**src/rtl/mcu_bram_sequencer.sv**
```systemverilog
// Global sequencer for a bank of local BRAM streaming FSMs.
// Latches one job's geometry, broadcasts the shared global state
// (IDL -> STR -> OPE -> END/ERR -> IDL), collects per-reader completion
// and error levels, and aborts stalled runs with a cycle watchdog.
module mcu_bram_sequencer #(
  parameter int NUM_LOCAL        = 4,
  parameter int ADDR_WIDTH       = 32,
  parameter int INTER_ITER_WIDTH = 32,
  parameter int INTRA_ITER_WIDTH = 32,
  parameter int TIMEOUT_WIDTH    = 24,
  parameter int GLO_FSM_WIDTH    = 3
) (
  input  logic                        clk,
  input  logic                        rst,
  input  logic                        start,
  input  logic [ADDR_WIDTH:0]         cfg_addr_max,
  input  logic [INTER_ITER_WIDTH-1:0] cfg_inter_max,
  input  logic [INTRA_ITER_WIDTH-1:0] cfg_intra_max,
  input  logic [TIMEOUT_WIDTH-1:0]    cfg_timeout,
  output logic [GLO_FSM_WIDTH-1:0]    glo_fsm_state,
  output logic [ADDR_WIDTH:0]         addr_counter_max,
  output logic [INTER_ITER_WIDTH-1:0] inter_counter_max,
  output logic [INTRA_ITER_WIDTH-1:0] intra_counter_max,
  input  logic [NUM_LOCAL-1:0]        loc_tlast_transmitted,
  input  logic [NUM_LOCAL-1:0]        loc_error,
  output logic                        busy,
  output logic                        done,
  output logic                        err,
  output logic [1:0]                  err_cause,
  output logic [NUM_LOCAL-1:0]        err_mask
);

  // Global state encodings shared with the local reader FSMs.
  typedef enum logic [GLO_FSM_WIDTH-1:0] {
    GLO_FSM_IDL = GLO_FSM_WIDTH'(3'd0),
    GLO_FSM_STR = GLO_FSM_WIDTH'(3'd1),
    GLO_FSM_OPE = GLO_FSM_WIDTH'(3'd2),
    GLO_FSM_END = GLO_FSM_WIDTH'(3'd3),
    GLO_FSM_ERR = GLO_FSM_WIDTH'(3'd4)
  } glo_state_e;

  localparam logic [1:0] ERR_NONE    = 2'd0;
  localparam logic [1:0] ERR_LOCAL   = 2'd1;
  localparam logic [1:0] ERR_TIMEOUT = 2'd2;

  localparam logic [NUM_LOCAL-1:0]     MASK_ALL   = {NUM_LOCAL{1'b1}};
  localparam logic [NUM_LOCAL-1:0]     MASK_NONE  = {NUM_LOCAL{1'b0}};
  localparam logic [TIMEOUT_WIDTH-1:0] WD_ZERO    = {TIMEOUT_WIDTH{1'b0}};
  localparam logic [ADDR_WIDTH:0]      ADDR_ZERO  = {(ADDR_WIDTH+1){1'b0}};
  localparam logic [INTER_ITER_WIDTH-1:0] INTER_ZERO = {INTER_ITER_WIDTH{1'b0}};
  localparam logic [INTRA_ITER_WIDTH-1:0] INTRA_ZERO = {INTRA_ITER_WIDTH{1'b0}};

  glo_state_e                 state_r;
  logic [NUM_LOCAL-1:0]       done_mask_r;
  logic [TIMEOUT_WIDTH-1:0]   wd_cnt_r;
  logic [TIMEOUT_WIDTH-1:0]   timeout_r;

  logic                       any_err_s;
  logic                       cfg_zero_s;
  logic [NUM_LOCAL-1:0]       done_mask_next_s;
  logic                       all_done_s;
  logic [TIMEOUT_WIDTH-1:0]   wd_inc_s;
  logic                       wd_hit_s;

  assign glo_fsm_state = state_r;

  // Event decode: errors, zero geometry, sticky completion and watchdog expiry.
  // The watchdog compares the incremented count so ERR lands exactly
  // timeout cycles after OPE entry.
  always_comb begin
    any_err_s        = |loc_error;
    cfg_zero_s       = (addr_counter_max == ADDR_ZERO) || (inter_counter_max == INTER_ZERO);
    done_mask_next_s = done_mask_r | loc_tlast_transmitted;
    all_done_s       = (done_mask_next_s == MASK_ALL);
    wd_inc_s         = wd_cnt_r + TIMEOUT_WIDTH'(1'b1);
    if (timeout_r != WD_ZERO) begin
      wd_hit_s = (wd_inc_s == timeout_r);
    end else begin
      wd_hit_s = 1'b0;
    end
  end

  // Global FSM with registered status, pulses, latched geometry and abort record.
  always_ff @(posedge clk or posedge rst) begin
    if (rst) begin
      state_r           <= GLO_FSM_IDL;
      addr_counter_max  <= ADDR_ZERO;
      inter_counter_max <= INTER_ZERO;
      intra_counter_max <= INTRA_ZERO;
      timeout_r         <= WD_ZERO;
      done_mask_r       <= MASK_NONE;
      wd_cnt_r          <= WD_ZERO;
      busy              <= 1'b0;
      done              <= 1'b0;
      err               <= 1'b0;
      err_cause         <= ERR_NONE;
      err_mask          <= MASK_NONE;
    end else begin
      done <= 1'b0;
      err  <= 1'b0;
      case (state_r)
        GLO_FSM_IDL: begin
          if (start) begin
            addr_counter_max  <= cfg_addr_max;
            inter_counter_max <= cfg_inter_max;
            intra_counter_max <= cfg_intra_max;
            timeout_r         <= cfg_timeout;
            err_cause         <= ERR_NONE;
            err_mask          <= MASK_NONE;
            done_mask_r       <= MASK_NONE;
            wd_cnt_r          <= WD_ZERO;
            state_r           <= GLO_FSM_STR;
            busy              <= 1'b1;
          end else begin
            state_r <= GLO_FSM_IDL;
            busy    <= 1'b0;
          end
        end

        GLO_FSM_STR: begin
          // Zero geometry is a local error too: the readers flag it themselves.
          if (any_err_s || cfg_zero_s) begin
            state_r   <= GLO_FSM_ERR;
            err_cause <= ERR_LOCAL;
            err_mask  <= loc_error;
          end else begin
            state_r  <= GLO_FSM_OPE;
            wd_cnt_r <= WD_ZERO;
          end
          busy <= 1'b1;
        end

        GLO_FSM_OPE: begin
          done_mask_r <= done_mask_next_s;
          wd_cnt_r    <= wd_inc_s;
          // Priority: local error, then watchdog, then completion.
          if (any_err_s) begin
            state_r   <= GLO_FSM_ERR;
            err_cause <= ERR_LOCAL;
            err_mask  <= loc_error;
          end else if (wd_hit_s) begin
            state_r   <= GLO_FSM_ERR;
            err_cause <= ERR_TIMEOUT;
            err_mask  <= MASK_NONE;
          end else if (all_done_s) begin
            state_r <= GLO_FSM_END;
          end else begin
            state_r <= GLO_FSM_OPE;
          end
          busy <= 1'b1;
        end

        GLO_FSM_END: begin
          state_r <= GLO_FSM_IDL;
          busy    <= 1'b0;
          done    <= 1'b1;
        end

        GLO_FSM_ERR: begin
          state_r <= GLO_FSM_IDL;
          busy    <= 1'b0;
          err     <= 1'b1;
        end

        default: begin
          state_r <= GLO_FSM_IDL;
          busy    <= 1'b0;
        end
      endcase
    end
  end

endmodule

```
**config.mk**
```make
export PLATFORM = sky130hd
export DESIGN_NAME = mcu_bram_sequencer
export DESIGN_NICKNAME = d
export VERILOG_FILES = /design/src/rtl/mcu_bram_sequencer.sv
export SDC_FILE = /design/constraint.sdc
export NUM_CORES = 1
export LEC_CHECK = 0
export CAP_MARGIN = 40
export CORE_MARGIN = 2
export CORE_UTILIZATION = 36
export DETAILED_ROUTE_END_ITERATION = 10
export GPL_ROUTABILITY_DRIVEN = 1
export MAX_ROUTING_LAYER = met4
export PLACE_DENSITY = 0.68
export SLEW_MARGIN = 20
export SYNTH_ARGS = -nofsm -noshare
export SYNTH_HDL_FRONTEND = slang
export SYNTH_SLANG_ARGS = --single-unit
```
**constraint.sdc**
```tcl
create_clock -name clk -period 6.1 [get_ports clk]
set_clock_uncertainty 0.15 [all_clocks]
set_input_delay 1.525 -clock clk [delete_from_list [all_inputs] [get_ports clk]]
set_output_delay 1.525 -clock clk [all_outputs]
set_load 0.005 [all_outputs]
```
==> flow_summary.json, run 1 <==
{
  "status": "finished, final reports clean",
  "drive_gt1_share_pct": 19.5,
  "finalSetupViolCount": 0,
  "first_global_vias": 5929,
  "cts_root_buf": "clkbuf_16",
  "met3WireLength_um": 1580,
  "synth_top_family_by_area": "multiplexers",
  "design_area_um2": 10500,
  "setup.worst_path.end_class": "flop",
  "antenna_found_initial": 1,
  "synth-compound-area-share_pct": 7.53,
  "power.leakage_nw": 4.15,
  "via_per_inst": 5.06,
  "synth-edff-count": 0,
  "via_count": 5616,
  "seq_area_frac_synth_pct": 55.4,
  "avgSynthCellArea_um2": 12.1,
  "ant_nets": 0,
  "synthArstFlopShare_pct": 100,
  "yosys.area_share.simple_pct": 11.3,
  "cts_tree": "done",
  "final_net_count": 965,
  "min_period_ns": 3.66,
  "timing.final.crit_share_pct": 60.0,
  "arrival_ns": 3.80,
  "whs_ns": 0.351,
  "drc": 0,
  "synth_cell_types": 53,
  "muxShareOfSynthArea_pct": 18.9,
  "timing.rr.start": "wd_cnt_r[0]$_DFFE_PP0P_",
  "setup.worst_path.class": "reg2reg",
  "cts_max_level": 4,
  "cts_resized": 0,
  "synth_seq_cells": 161,
  "grtUsageTotal_pct": 20.1,
  "worst_setup_path_start_kind": "flop",
  "synthAdderAreaFrac_pct": 0.172,
  "fmax_mhz": 273,
  "slowest_delay_ns": 0.59,
  "cp.required_ns": 6.24,
  "powerDensity_nw_per_um2": 350,
  "p_int_mw": 2.60,
  "clock_sinks": 161,
  "grt_first_pass_wirelength_um": 32500,
  "rows": 51,
  "place_area_um2": 9970,
  "synth_common_cells": "dfrtp_1 (161), mux2_2 (121), o21ai_0 (36)",
  "hold_violations": 0,
  "report.final.slew_viol_count": 0,
  "die_h_um": 146,
  "postCtsSetupBuffers": 0,
  "cts_hold_buf": 0,
  "port_buffers": 240,
  "min-delay-path-class": "reg2reg",
  "grt_max_degree": 128,
  "cts.path.max_buffers": 2,
  "finalWorstSetupSlack_ns": 2.44,
  "fillers": 1764,
  "drv_cap": 0,
  "yosysMostFrequentCell": "dfrtp_1",
  "core_um2": 19700,
  "drtIter0Drc": 301,
  "seqPwrFrac_pct": 42.4,
  "wl_met1_um": 8440,
  "clk_latency_ns": 0.43,
  "rsz0062_at_grt": "no",
  "tns_ns": 0,
  "ir_worst_vdd_mv": 0.195,
  "synthTopCellsByArea": "dfrtp_1 (55%), mux2_2 (19%), xnor2_1 (3.0%)",
  "clkPwrFrac_pct": 27.6,
  "p_sw_share_pct": 29.4,
  "initial_utilization_pct": 37.0,
  "gr-total-overflow": 0,
  "cp_max_fo": 12,
  "cts_inserted_buffers": 17,
  "synth_xor_area_share_pct": 4.70,
  "route.detailed.wl_per_inst_um": 18.6,
  "syn_to_final_growth_pct": 44.6,
  "hp-start": "done_mask_r[0]$_DFFE_PP0P_",
  "io_pins": 241,
  "yosysWarnings": 0,
  "die_w_um": 146,
  "crit_chain": "ha_1, nand3_1, nor3_2, o311ai_0, a221oi_1, nand4b_1, nor4_4, o21ai_1",
  "finish.utilization_pct": 53.5,
  "place_ws_ns": 2.29,
  "gp_congestion": 0.832,
  "synthesis.area_um2": 7270,
  "place_hpwl_um": 14900,
  "clk_pin_slew_ns": 0.07,
  "wl_met2_um": 10300,
  "max-slew-margin-rel_pct": 47.6,
  "p_comb_share_pct": 30.0,
  "first_pass_iters": 5,
  "routed_wl_um": 20600,
  "synth-main-ff-cell": "dfrtp_1",
  "syn_inst": 599,
  "top_layer": "met4",
  "worst_pin_slew_ns": 0.786,
  "die_area_um2": 21400,
  "synth_top_area_cell": "dfrtp_1",
  "crit_path_start": "wd_cnt_r[0]$_DFFE_PP0P_",
  "p_switching_mw": 1.08,
  "synth.net_count": 732,
  "synth_top_area_share_pct": 55.4,
  "slowest_stage": "nor3_2"
}
-- cells by family (layout without fill, tap and decap cells) --
group,count (synthesis),after routing
flops,161,161
simple gates,150,150
mux,122,122
compound gates,88,88
xor+xnor,39,39
buf+inv,38,283
fa+ha+maj,1,1
other cells,0,1
-- cell usage in the layout, fill, tap and decap left out, types with 11 or more instances in the layout --
master	Yosys	final
nand4_1	11	11
xor2_1	14	14
nand3_1	13	13
nand2_1	35	35
nor2_1	29	29
mux2_2	121	121
xnor2_1	25	25
clkbuf_16	0	17
o21ai_0	36	35
dfrtp_1	161	161
nor4_1	25	25
clkdlybuf4s50_1	0	240
-- per-layer routing --
layer	up-vias	global-route usage, %
met2	170	32.2
met5	-	-
met4	0	5.63
met1	2784	23.4
li1	2641	-
met3	21	8.28
-- power by group through the flow --
| stage | Clock, mW | Sequential (mW) | Combinational [mW] |
|---|---|---|---|
| after floorplan | 0 | 1.54 | 0.450 |
| after global placement | 0 | 1.57 | 1.11 |
| after detailed placement | 0 | 1.58 | 1.11 |
| after CTS | 1.04 | 1.57 | 1.12 |
| after global routing | 1.09 | 1.60 | 1.18 |
| final | 1.02 | 1.56 | 1.10 |
-- path summary, 6_finish.rpt --
path / end / cells after the start / slack [ns]
worst max-delay path: err_mask[3]$_DFFE_PP0P_ / 8 / 2.44
worst min-delay path: done_mask_r[0]$_DFFE_PP0P_ / 2 / 0.35
worst max register to register: err_mask[3]$_DFFE_PP0P_ / 8 / 2.44
worst min register to register: done_mask_r[0]$_DFFE_PP0P_ / 2 / 0.35
max in group asynchronous: timeout_r[6]$_DFFE_PP0P_ / 4 / 3.39
min in group asynchronous: inter_counter_max[22]$_DFFE_PP0P_ / 2 / 1.25
-- metrics by stage --
step | power (mW) | cells
after floorplan | 1.99 | 599
after global placement | 2.68 | 1076
after detailed placement | 2.69 | 1078
after CTS | 3.73 | 1109
after global routing | 3.88 | 1110
final | 3.68 | 1110
-- layout make-up --
| cell class | instances | area, µm² | area share (%) |
|---|---|---|---|
| diodes | 1 | 2.50 | 0.0238 |
| clock buffers | 17 | 425 | 4.04 |
| clock inverters | 14 | 123 | 1.17 |
| inverters | 5 | 23.8 | 0.226 |
| multi-input cells | 400 | 3100 | 29.5 |
| flip-flops and latches | 161 | 4030 | 38.3 |
| well taps | 265 | 332 | 3.15 |
| repair buffers | 247 | 2480 | 23.6 |
-- worst max-delay path: cells and delay by family, from the launching register on --
family          cells  cell delay [ns]
simple gates        4             1.75
compound gates      3             0.88
flops               1             0.45
fa+ha+maj           1             0.30
-- sequential cells by signal, indices dropped and copies added, names as in the netlist, 2 cells and up --
signal and flops:
addr_counter_max 33, inter_counter_max 32, intra_counter_max 32, timeout_r 24, wd_cnt_r 24, done_mask_r 4
err_mask 4, glo_fsm_state 3, err_cause 2
Note: power is estimated with default switching activity, not from simulation.
==> run 2, diff against run 1 <==
==> constraint.sdc (replaced) <==
create_clock -name clk -period 3.1 [get_ports clk]
set_clock_uncertainty 0.15 [all_clocks]
set_input_delay 0.775 -clock clk [delete_from_list [all_inputs] [get_ports clk]]
set_output_delay 0.775 -clock clk [all_outputs]
set_load 0.005 [all_outputs]
==> run 2 against run 1 <==
Non-clock buffer count grew 20. Via count grew 2.1%. Clock-buffer cell count grew 1. Wire length grew 0.58%. Die area is the same. Critical endpoint is now glo_fsm_state[2]$_DFF_PP0_. Largest cell class unchanged.
==> flow_summary.json, run 2 (synthesis results as in run 1) <==
{
  "met3WireLength_um": 1440,
  "first_global_vias": 5985,
  "crit_family": "simple AND/OR/NAND/NOR gates",
  "slowest_delay_ns": 0.61,
  "final_cell_mix": "clkdlybuf4s50_1 (240), dfrtp_1 (161), mux2_2 (121)",
  "slowest_stage": "or4_1",
  "largest-register": "addr_counter_max",
  "cp.required_ns": 3.27,
  "stdcell_count": 1132,
  "place_ws_ns": 0.103,
  "wl_met1_um": 8590,
  "r2r_cells": 9,
  "arrival_ns": 2.95,
  "cts_resized": 0,
  "drtIter0Drc": 291,
  "final_net_count": 985,
  "ir_worst_vdd_mv": 0.495,
  "report.final.slew_viol_count": 0,
  "clkPwrFrac_pct": 28.6,
  "worstHoldPathCells": 2,
  "cts_hold_buf": 0,
  "core_um2": 19700,
  "p_comb_share_pct": 29.8,
  "port_buffers": 240,
  "p_total_mw": 7.40,
  "dp.cells": 1098,
  "max-slew-margin-rel_pct": 57.0,
  "cp_num_cells": 9,
  "fillers": 1751,
  "clk_pin_slew_ns": 0.07,
  "seqPwrFrac_pct": 41.6,
  "hold_violations": 0,
  "clock_sinks": 161,
  "finalWorstSetupSlack_ns": 0.321,
  "drc": 0,
  "grt_first_pass_wirelength_um": 32900,
  "gp_congestion": 0.803,
  "rsz0062_at_grt": "no",
  "powerDensity_nw_per_um2": 686,
  "place_hpwl_um": 15300,
  "min-delay-path-class": "reg2reg",
  "worst_pin_slew_ns": 0.643,
  "initial_utilization_pct": 37.0,
  "cts_tree": "done",
  "final_common_cell": "clkdlybuf4s50_1",
  "reg_top3": "addr_counter_max (33), inter_counter_max (32), intra_counter_max (32)",
  "seq_area_um2": 4030,
  "crit_buf_inv": 2,
  "p_switching_mw": 2.20,
  "cts.path.max_buffers": 2,
  "whs_ns": 0.355,
  "crit_chain": "nand4_1, or4_1, buf_4, o311ai_0, o211ai_1, nand4_1, nor4_4, buf_4, o21a_1",
  "setup.worst_path.class": "reg2reg",
  "via_per_inst": 5.06,
  "cts_max_level": 4,
  "drive_gt1_share_pct": 21.6,
  "die_w_um": 146,
  "status": "finished, final reports clean",
  "timing.final.crit_share_pct": 89.7,
  "rows": 51,
  "first_pass_iters": 4,
  "p_int_mw": 5.20,
  "p_sw_share_pct": 29.8,
  "io_pins": 241,
  "power.leakage_nw": 4.30,
  "wl_met2_um": 10300,
  "grtUsageTotal_pct": 20.2,
  "cp_max_fo": 9,
  "gr-total-overflow": 0,
  "top_layer": "met4",
  "route.detailed.wl_per_inst_um": 18.3,
  "ff2ff_setup_slack_ns": 0.32,
  "die_area_um2": 21400,
  "antenna_found_initial": 2,
  "multi_input_area_um2": 3100,
  "routed_wl_um": 20700,
  "largest_reg_flops": 33,
  "postCtsSetupBuffers": 0,
  "clk_latency_ns": 0.43,
  "via_count": 5732,
  "ant_nets": 0,
  "place_area_um2": 10200,
  "min_period_ns": 2.78,
  "cts_root_buf": "clkbuf_16",
  "tns_ns": 0,
  "drv_cap": 0,
  "syn_to_final_growth_pct": 48.2,
  "finalSetupViolCount": 0,
  "design_area_um2": 10800,
  "fmax_mhz": 360,
  "setup.worst_path.end_class": "flop",
  "cts_inserted_buffers": 17,
  "die_h_um": 146,
  "worst_setup_path_start_kind": "flop",
  "grt_max_degree": 78,
  "finish.utilization_pct": 54.8
}
-- run 2: changes by cell type in the layout (fill, tap and decap cells not counted), sizes merged --
cell    previous run  this run
buf                7        27
clkinv             6         7
clkbuf            17        18
diode              1         2
inv               12        11
-- run 2: area by class of cell --
type / instances / area share (%)
timing repair buffer: 267 / 25.0
clock buffer: 18 / 4.07
antenna: 2 / 0.0464
sequential: 161 / 37.4
clock inverter: 14 / 1.46
multi-input combinational: 400 / 28.8
tap: 265 / 3.08
inverter: 5 / 0.209
-- run 2: path summary, 6_finish.rpt --
path	startpoint	end
max in group asynchronous	rst	intra_counter_max[7]$_DFFE_PP0P_
worst max-delay path	wd_cnt_r[11]$_DFFE_PP0P_	glo_fsm_state[2]$_DFF_PP0_
worst max register to register	wd_cnt_r[11]$_DFFE_PP0P_	glo_fsm_state[2]$_DFF_PP0_
min in group asynchronous	rst	intra_counter_max[27]$_DFFE_PP0P_
worst min-delay path	done_mask_r[2]$_DFFE_PP0P_	done_mask_r[2]$_DFFE_PP0P_
worst min register to register	done_mask_r[2]$_DFFE_PP0P_	done_mask_r[2]$_DFFE_PP0P_
-- run 2: tightest hold or removal path: cells and delay by family, from the launching register on --
family	cells	cell delay, ns
flip-flops	1	0.35
AND/OR/NAND/NOR	1	0.07
AO/OA/AOI/OAI	1	0.05
-- run 2: power groups by stage --
stage,sequential [mW],combinational (mW),clock [mW]
after CTS,3.09,2.24,2.16
final,3.08,2.20,2.11
after global routing,3.16,2.36,2.26
after floorplan,3.04,0.886,0
after global placement,3.10,2.21,0
after detailed placement,3.11,2.22,0
-- run 2: layer usage --
layer | GRT usage, % | vias to the layer above
met5 | - | -
met4 | 5.83 | 0
met3 | 6.56 | 16
met2 | 32.9 | 181
met1 | 24.2 | 2836
li1 | - | 2699
